$ cat config.mk
export PLATFORM = sky130hd
export DESIGN_NAME = kmu_task_dispatch
export DESIGN_NICKNAME = d
export VERILOG_FILES = /design/src/rtl/VX_gpu_pkg.sv /design/src/rtl/kmu_credit_picker.sv /design/src/rtl/kmu_task_dispatch.sv
export SDC_FILE = /design/constraint.sdc
export NUM_CORES = 1
export LEC_CHECK = 0
export ABC_AREA = 1
export ABC_CLOCK_PERIOD_IN_PS = 5400
export CAP_MARGIN = 20
export CORE_ASPECT_RATIO = 1.25
export CORE_UTILIZATION = 25
export CTS_BUF_LIST = sky130_fd_sc_hd__clkbuf_8
export DETAILED_ROUTE_END_ITERATION = 8
export PLACE_DENSITY_LB_ADDON = 0.25
export SYNTH_ARGS = -nofsm -noshare
export SYNTH_HDL_FRONTEND = slang
export SYNTH_SLANG_ARGS = --single-unit
$ cat constraint.sdc
create_clock -name clk -period 5.4 [get_ports clk]
set_input_delay 1.08 -clock clk [delete_from_list [all_inputs] [get_ports clk]]
set_output_delay 1.08 -clock clk [all_outputs]
set_load 0.01 [all_outputs]
$ cat src/rtl/VX_gpu_pkg.sv
// Shared GPU types for the kernel management unit.
// Task payload, credit width and dispatcher state encoding.
package VX_gpu_pkg;

  localparam int KMU_NUM_CORES  = 4;
  localparam int KMU_ADDR_WIDTH = 32;
  localparam int KMU_GID_WIDTH  = 16;
  localparam int KMU_CREDITS    = 2;
  localparam int KMU_CREDIT_W   = $clog2(KMU_CREDITS + 1);

  typedef struct packed {
    logic [KMU_ADDR_WIDTH-1:0] pc;
    logic [KMU_ADDR_WIDTH-1:0] arg;
    logic [KMU_GID_WIDTH-1:0]  group_id;
  } kmu_task_t;

  typedef enum logic [1:0] {
    KMU_IDLE,
    KMU_DISPATCH,
    KMU_DRAIN,
    KMU_FINISH
  } kmu_state_e;

endpackage

$ cat src/rtl/kmu_credit_picker.sv
// Rotating-priority select over the per-core credit mask.
// Returns the first set core at or after start, wrapping around.
module kmu_credit_picker #(
  parameter int NUM_CORES = 4,
  parameter int IW = (NUM_CORES > 1) ? $clog2(NUM_CORES) : 1
) (
  input  logic [NUM_CORES-1:0] mask,
  input  logic [IW-1:0]        start,
  output logic                 found,
  output logic [IW-1:0]        idx
);

  function automatic logic [IW-1:0] wrap(
    input logic [IW-1:0] s,
    input int            off
  );
    int v;
    v = int'(s) + off;
    if (v >= NUM_CORES) v = v - NUM_CORES;
    return IW'(v);
  endfunction

  // Scan farthest-first so the nearest candidate wins.
  always_comb begin
    found = 1'b0;
    idx   = start;
    for (int i = NUM_CORES - 1; i >= 0; i--) begin
      if (mask[wrap(start, i)]) begin
        found = 1'b1;
        idx   = wrap(start, i);
      end
    end
  end

endmodule

$ cat src/rtl/kmu_task_dispatch.sv
// Splits one kernel launch into per-workgroup tasks.
// Round-robin over cores, gated by per-core credits.
module kmu_task_dispatch
  import VX_gpu_pkg::*;
#(
  parameter int NUM_CORES  = KMU_NUM_CORES,
  parameter int ADDR_WIDTH = KMU_ADDR_WIDTH,
  parameter int GID_WIDTH  = KMU_GID_WIDTH,
  parameter int CREDITS    = KMU_CREDITS
) (
  input  logic                  clk,
  input  logic                  reset,
  input  logic                  launch_valid,
  output logic                  launch_ready,
  input  logic [ADDR_WIDTH-1:0] launch_pc,
  input  logic [ADDR_WIDTH-1:0] launch_arg,
  input  logic [GID_WIDTH-1:0]  launch_num_groups,
  output logic [NUM_CORES-1:0]  task_valid,
  input  logic [NUM_CORES-1:0]  task_ready,
  output kmu_task_t             task_data,
  input  logic [NUM_CORES-1:0]  task_done,
  output logic                  busy,
  output logic                  done,
  output logic [GID_WIDTH-1:0]  groups_issued
);

  localparam int IW = (NUM_CORES > 1) ? $clog2(NUM_CORES) : 1;
  localparam int CW = $clog2(CREDITS + 1);
  localparam int OW = GID_WIDTH + 1;
  localparam logic [CW-1:0] CMAX = CW'(CREDITS);

  kmu_state_e state;
  kmu_state_e state_n;

  logic [ADDR_WIDTH-1:0] pc_q;
  logic [ADDR_WIDTH-1:0] arg_q;
  logic [GID_WIDTH-1:0]  num_q;
  logic [GID_WIDTH-1:0]  next_gid;
  logic [OW-1:0]         outstanding;
  logic [CW-1:0]         credit [NUM_CORES];
  logic [IW-1:0]         rr_ptr;

  logic [NUM_CORES-1:0]  avail;
  logic [NUM_CORES-1:0]  done_ok;
  logic                  found;
  logic [IW-1:0]         pick;
  logic                  fire;
  logic                  hs;
  logic                  load;
  logic                  last_hs;
  logic [OW-1:0]         done_cnt;
  logic [OW-1:0]         out_sum;
  logic [OW-1:0]         out_n;

  kmu_credit_picker #(
    .NUM_CORES (NUM_CORES),
    .IW        (IW)
  ) u_picker (
    .mask  (avail),
    .start (rr_ptr),
    .found (found),
    .idx   (pick)
  );

  assign launch_ready = (state == KMU_IDLE) && reset;
  assign busy         = (state != KMU_IDLE);
  assign done         = (state == KMU_FINISH);

  assign fire = launch_valid && launch_ready;
  assign hs   = |(task_valid & task_ready);

  assign load = (state == KMU_DISPATCH)
             && (!(|task_valid) || hs)
             && (next_gid < num_q)
             && found;

  assign last_hs = hs
                && (({1'b0, groups_issued} + OW'(1))
                    == {1'b0, num_q});

  // Completions against a full credit are spurious and dropped.
  always_comb begin
    avail    = '0;
    done_ok  = '0;
    done_cnt = '0;
    for (int c = 0; c < NUM_CORES; c++) begin
      avail[c]   = (credit[c] != '0);
      done_ok[c] = task_done[c] && (credit[c] != CMAX);
      if (done_ok[c] && state != KMU_IDLE)
        done_cnt = done_cnt + OW'(1);
    end
  end

  always_comb begin
    out_sum = outstanding + OW'(hs);
    out_n   = '0;
    if (state != KMU_IDLE && done_cnt <= out_sum)
      out_n = out_sum - done_cnt;
  end

  always_comb begin
    state_n = state;
    unique case (state)
      KMU_IDLE: begin
        if (fire)
          state_n = (launch_num_groups == '0)
                  ? KMU_FINISH : KMU_DISPATCH;
      end
      KMU_DISPATCH: begin
        if (last_hs) state_n = KMU_DRAIN;
      end
      KMU_DRAIN: begin
        if (out_n == '0) state_n = KMU_FINISH;
      end
      KMU_FINISH: state_n = KMU_IDLE;
      default:    state_n = KMU_IDLE;
    endcase
  end

  always_ff @(posedge clk) begin
    if (!reset) begin
      state         <= KMU_IDLE;
      task_valid    <= '0;
      groups_issued <= '0;
      outstanding   <= '0;
      next_gid      <= '0;
      rr_ptr        <= '0;
      for (int c = 0; c < NUM_CORES; c++)
        credit[c] <= CMAX;
    end else begin
      state       <= state_n;
      outstanding <= fire ? '0 : out_n;

      for (int c = 0; c < NUM_CORES; c++) begin
        credit[c] <= credit[c]
                   - CW'(load && pick == IW'(c))
                   + CW'(done_ok[c]);
      end

      if (fire) begin
        pc_q          <= launch_pc;
        arg_q         <= launch_arg;
        num_q         <= launch_num_groups;
        next_gid      <= '0;
        groups_issued <= '0;
      end else if (hs) begin
        groups_issued <= groups_issued + 1'b1;
      end

      if (load) begin
        task_valid         <= '0;
        task_valid[pick]   <= 1'b1;
        task_data.pc       <= pc_q;
        task_data.arg      <= arg_q;
        task_data.group_id <= next_gid;
        next_gid           <= next_gid + 1'b1;
        rr_ptr <= (int'(pick) == NUM_CORES - 1)
                ? '0 : pick + 1'b1;
      end else if (hs) begin
        task_valid <= '0;
      end

      for (int c = 0; c < NUM_CORES; c++) begin
        if (task_done[c])
          assert (credit[c] != CMAX)
            else $error("kmu: spurious task_done on core %0d", c);
      end
    end
  end

endmodule

==> results.yml <==
routing:
  postRouteAntennaNets: 0
  routedWlPerCell_microns: 15.0
  first_pass_iters: 5
  vias_per_cell: 4.31
  vias: 7520
  drt_iter0_drc: 373
  totalWireLength_mm: 26.2
  drc: 0
yosys:
  synth_top_area_cell: "edfxtp_1"
  yosys_warnings: 0
  seq_area_frac_synth_pct: 60.2
  netlist.area_leader.share_pct: 47.4
  syn_inst: 983
  synth_edf_count: 160
  synthTopCellsByArea: "edfxtp_1 47%, dfxtp_1 13%, nand2_1 7.4%"
  synth_flop_cell: "edfxtp_1"
  synth_seq_cells: 225
  post-synth-top-count-cell: "nand2_1"
  syn_avg_cell_area_sq_um: 10.3
  async_flop_share_pct: 0
  synth.distinct_cells: 47
  syn-num-nets: 1117
  synth.cell_area_sq_um: 10100
  synthTopCellsByCount: "200 x nand2_1, 160 x edfxtp_1, 127 x inv_1"
setup_path:
  critical_path.max_stage_delay_ns: 0.46
  cp_slowest_cell: "clkdlybuf4s50_1"
  worstSetupStartpointType: "input port"
  worstPathRequired_ns: 5.85
  r2r_cells: 31
  cp.arrival_ns: 5.04
  worstSetupPathType: "input port to flop"
  reg2reg_from: "state[0]"
  critPathMaxFanout: 9
  r2r-end: "state[1]"
  crit_top_cell: "nand2_1"
  cp-end-kind: "flop"
  r2r_setup_slack_ns: 1.05
placement:
  gp_congestion: 0.853
  io_buffers: 193
  dpl_cell_area_sq_um: 12800
  hpwl_mm: 19.5
grt:
  grt_pass1_wl_mm: 40.2
  first_global_vias: 7307
  grt_max_degree: 62
  overflow: 0
  antenna_found_initial: 0
  grt_usage_pct: 12.6
die:
  start_util_pct: 25.3
  die_h_microns: 227
  num_rows: 82
  io_pins: 194
  die_area_sq_um: 41400
  die_w_microns: 182
  core_area_sq_um: 40000
timing:
  drv_slew: 0
  max_freq_mhz: 218
  period_share_pct: 85.0
  hold-worst-slack_ns: 0.411
  hold_viol_final: 0
  fin_tns_setup_ns: 0
  rsz0062_at_grt: "false"
  maxSlewHeadroom_pct: 52.0
  post-route-min-period_ns: 4.59
  worst_pin_slew_ns: 0.719
  finalSetupViolCount: 0
  skew_ns: 0.0446
clocking:
  cts_tree: "done"
  clock_path_buffers: 3
  cts_resized: 0
  post_cts_buffers: 0
  root_buffer: "clkbuf_8"
  clock-sinks: 225
  cts_max_level: 2
  clkSlewWorstSetupHoldPaths_ns: 0.07
  clk_latency_ns: 0.57
  ctsHoldBuffers: 0
  cts_buffers: 39
finish:
  final_area_sq_um: 13500
  finalNetCount: 1349
  fill_cells: 3996
  antenna-diode-count: 0
  seq_area_sq_um: 6110
  multiInputGateArea_sq_um: 3490
  drive_above_1_share_pct: 8.94
  area_growth_pct: 32.8
hold_path:
  hold-path-endpoint: "task_data[52]"
  hp-class: "flop to flop"
  hold_path.startpoint: "pc_q[4]"
  hold_depth: 0
pwr:
  power.switching_w: 0.00219
  clkPwrFrac_pct: 24.8
  irDropWorstVdd_v: 0.000245
  p_leak_nw: 5.26
  powerDensity_nw_per_um2: 436
  p_int_w: 0.00368
  swShare_pct: 37.3
  pwr-share-seq_pct: 39.2
  combPwrFrac_pct: 36.0
outcome:
  outcome: "completed"
job:
  cap_violations: 0
-- per-stage QoR --
step / power (W) / setup slack [ns] / instances / utilization, %
after floorplan: 0.00373 / 0.951 / 983 / -
after global placement: 0.00445 / 0.309 / 1678 / 31.9
after detailed placement: 0.00447 / 0.232 / 1678 / 31.9
after CTS: 0.00598 / 0.831 / 1746 / 33.7
after global routing: 0.00631 / 0.403 / 1746 / 33.7
final: 0.00587 / 0.810 / 1746 / 33.7
-- cells by family (layout without fill, tap and decap cells) --
kind of cell,after synthesis,in the layout,synth area share (%)
buffers and inverters,144,403,5.38
other,1,1,0.0370
xor gates and xnor gates,39,39,3.64
DFF,225,225,60.2
AOI/OAI and AO/OA,115,115,6.44
adders and majority gates,43,43,5.38
muxes,1,1,0.0987
and+or+nand+nor,415,415,18.8
-- routing by layer --
| layer | wire (microns) | track usage (%) |
|---|---|---|
| met1 | 11100 | 14.9 |
| met5 | 0 | 0 |
| met3 | 1810 | 3.25 |
| met2 | 12600 | 22.1 |
| met4 | 594 | 4.53 |
-- registers in the layout, summed over array words and instances (netlist names) --
register and cells:
credit 8, task_data 80, next_gid 16, pc_q 32, task_valid 4, num_q 16
state 2, outstanding 17, arg_q 32, rr_ptr 2, groups_issued 16
-- power groups by stage --
stage | clock [W] | combinational [W] | sequential (W)
after global routing | 0.00160 | 0.00239 | 0.00233
after detailed placement | 0 | 0.00213 | 0.00234
after global placement | 0 | 0.00212 | 0.00233
after CTS | 0.00153 | 0.00214 | 0.00231
after floorplan | 0 | 0.00138 | 0.00235
final | 0.00146 | 0.00211 | 0.00230
-- placed cells by master, fill, tap and decap left out, types with 2 or more instances in the layout --
cell / Yosys / final
nand2_1: 200 / 200
clkdlybuf4s50_1: 0 / 193
edfxtp_1: 160 / 160
inv_1: 127 / 136
nor2_1: 74 / 74
dfxtp_1: 65 / 65
nand3_1: 57 / 57
a21oi_1: 50 / 50
ha_1: 42 / 42
clkbuf_8: 0 / 40
o21ai_0: 38 / 38
xor2_1: 34 / 34
nand4_1: 16 / 16
nor3_1: 16 / 16
nand2_2: 14 / 14
buf_4: 0 / 12
clkinv_1: 2 / 9
nor2_4: 7 / 7
clkinv_2: 0 / 7
nor2_2: 7 / 7
or2_2: 6 / 6
o211ai_1: 6 / 6
a21boi_0: 5 / 5
nor4_1: 5 / 5
nand3_2: 4 / 4
xnor2_1: 3 / 3
nand3b_1: 3 / 3
a31oi_1: 2 / 2
o21bai_1: 2 / 2
o21ai_1: 2 / 2
nand2_4: 2 / 2
a21oi_2: 2 / 2
xnor3_1: 2 / 2
clkinvlp_4: 0 / 2
-- critical path: cells and delay by family --
family / cells / cell delay [ns]
buf+inv: 6 / 0.84
xor+xnor: 1 / 0.14
simple gates: 19 / 1.92
fa+ha+maj: 3 / 0.74
compound gates: 2 / 0.35
-- cell type report --
class,instances,area share [%]
sequential,225,45.3
inverter,129,3.61
clock inverter,28,1.21
tap,504,4.68
clock buffer,40,4.09
timing repair buffer,206,15.2
multi-input combinational,614,25.9
-- how the worst max path moves through the flow --
stage	start	end	slack, ns
final	task_done[0]	state[1]	0.81
after detailed placement	task_done[1]	state[1]	0.23
after floorplan	task_ready[0]	state[1]	0.95
after global routing	task_done[1]	state[1]	0.40
after CTS	task_done[0]	state[1]	0.83
after global placement	task_done[0]	state[1]	0.31
Power figures use the tool's default switching activity.
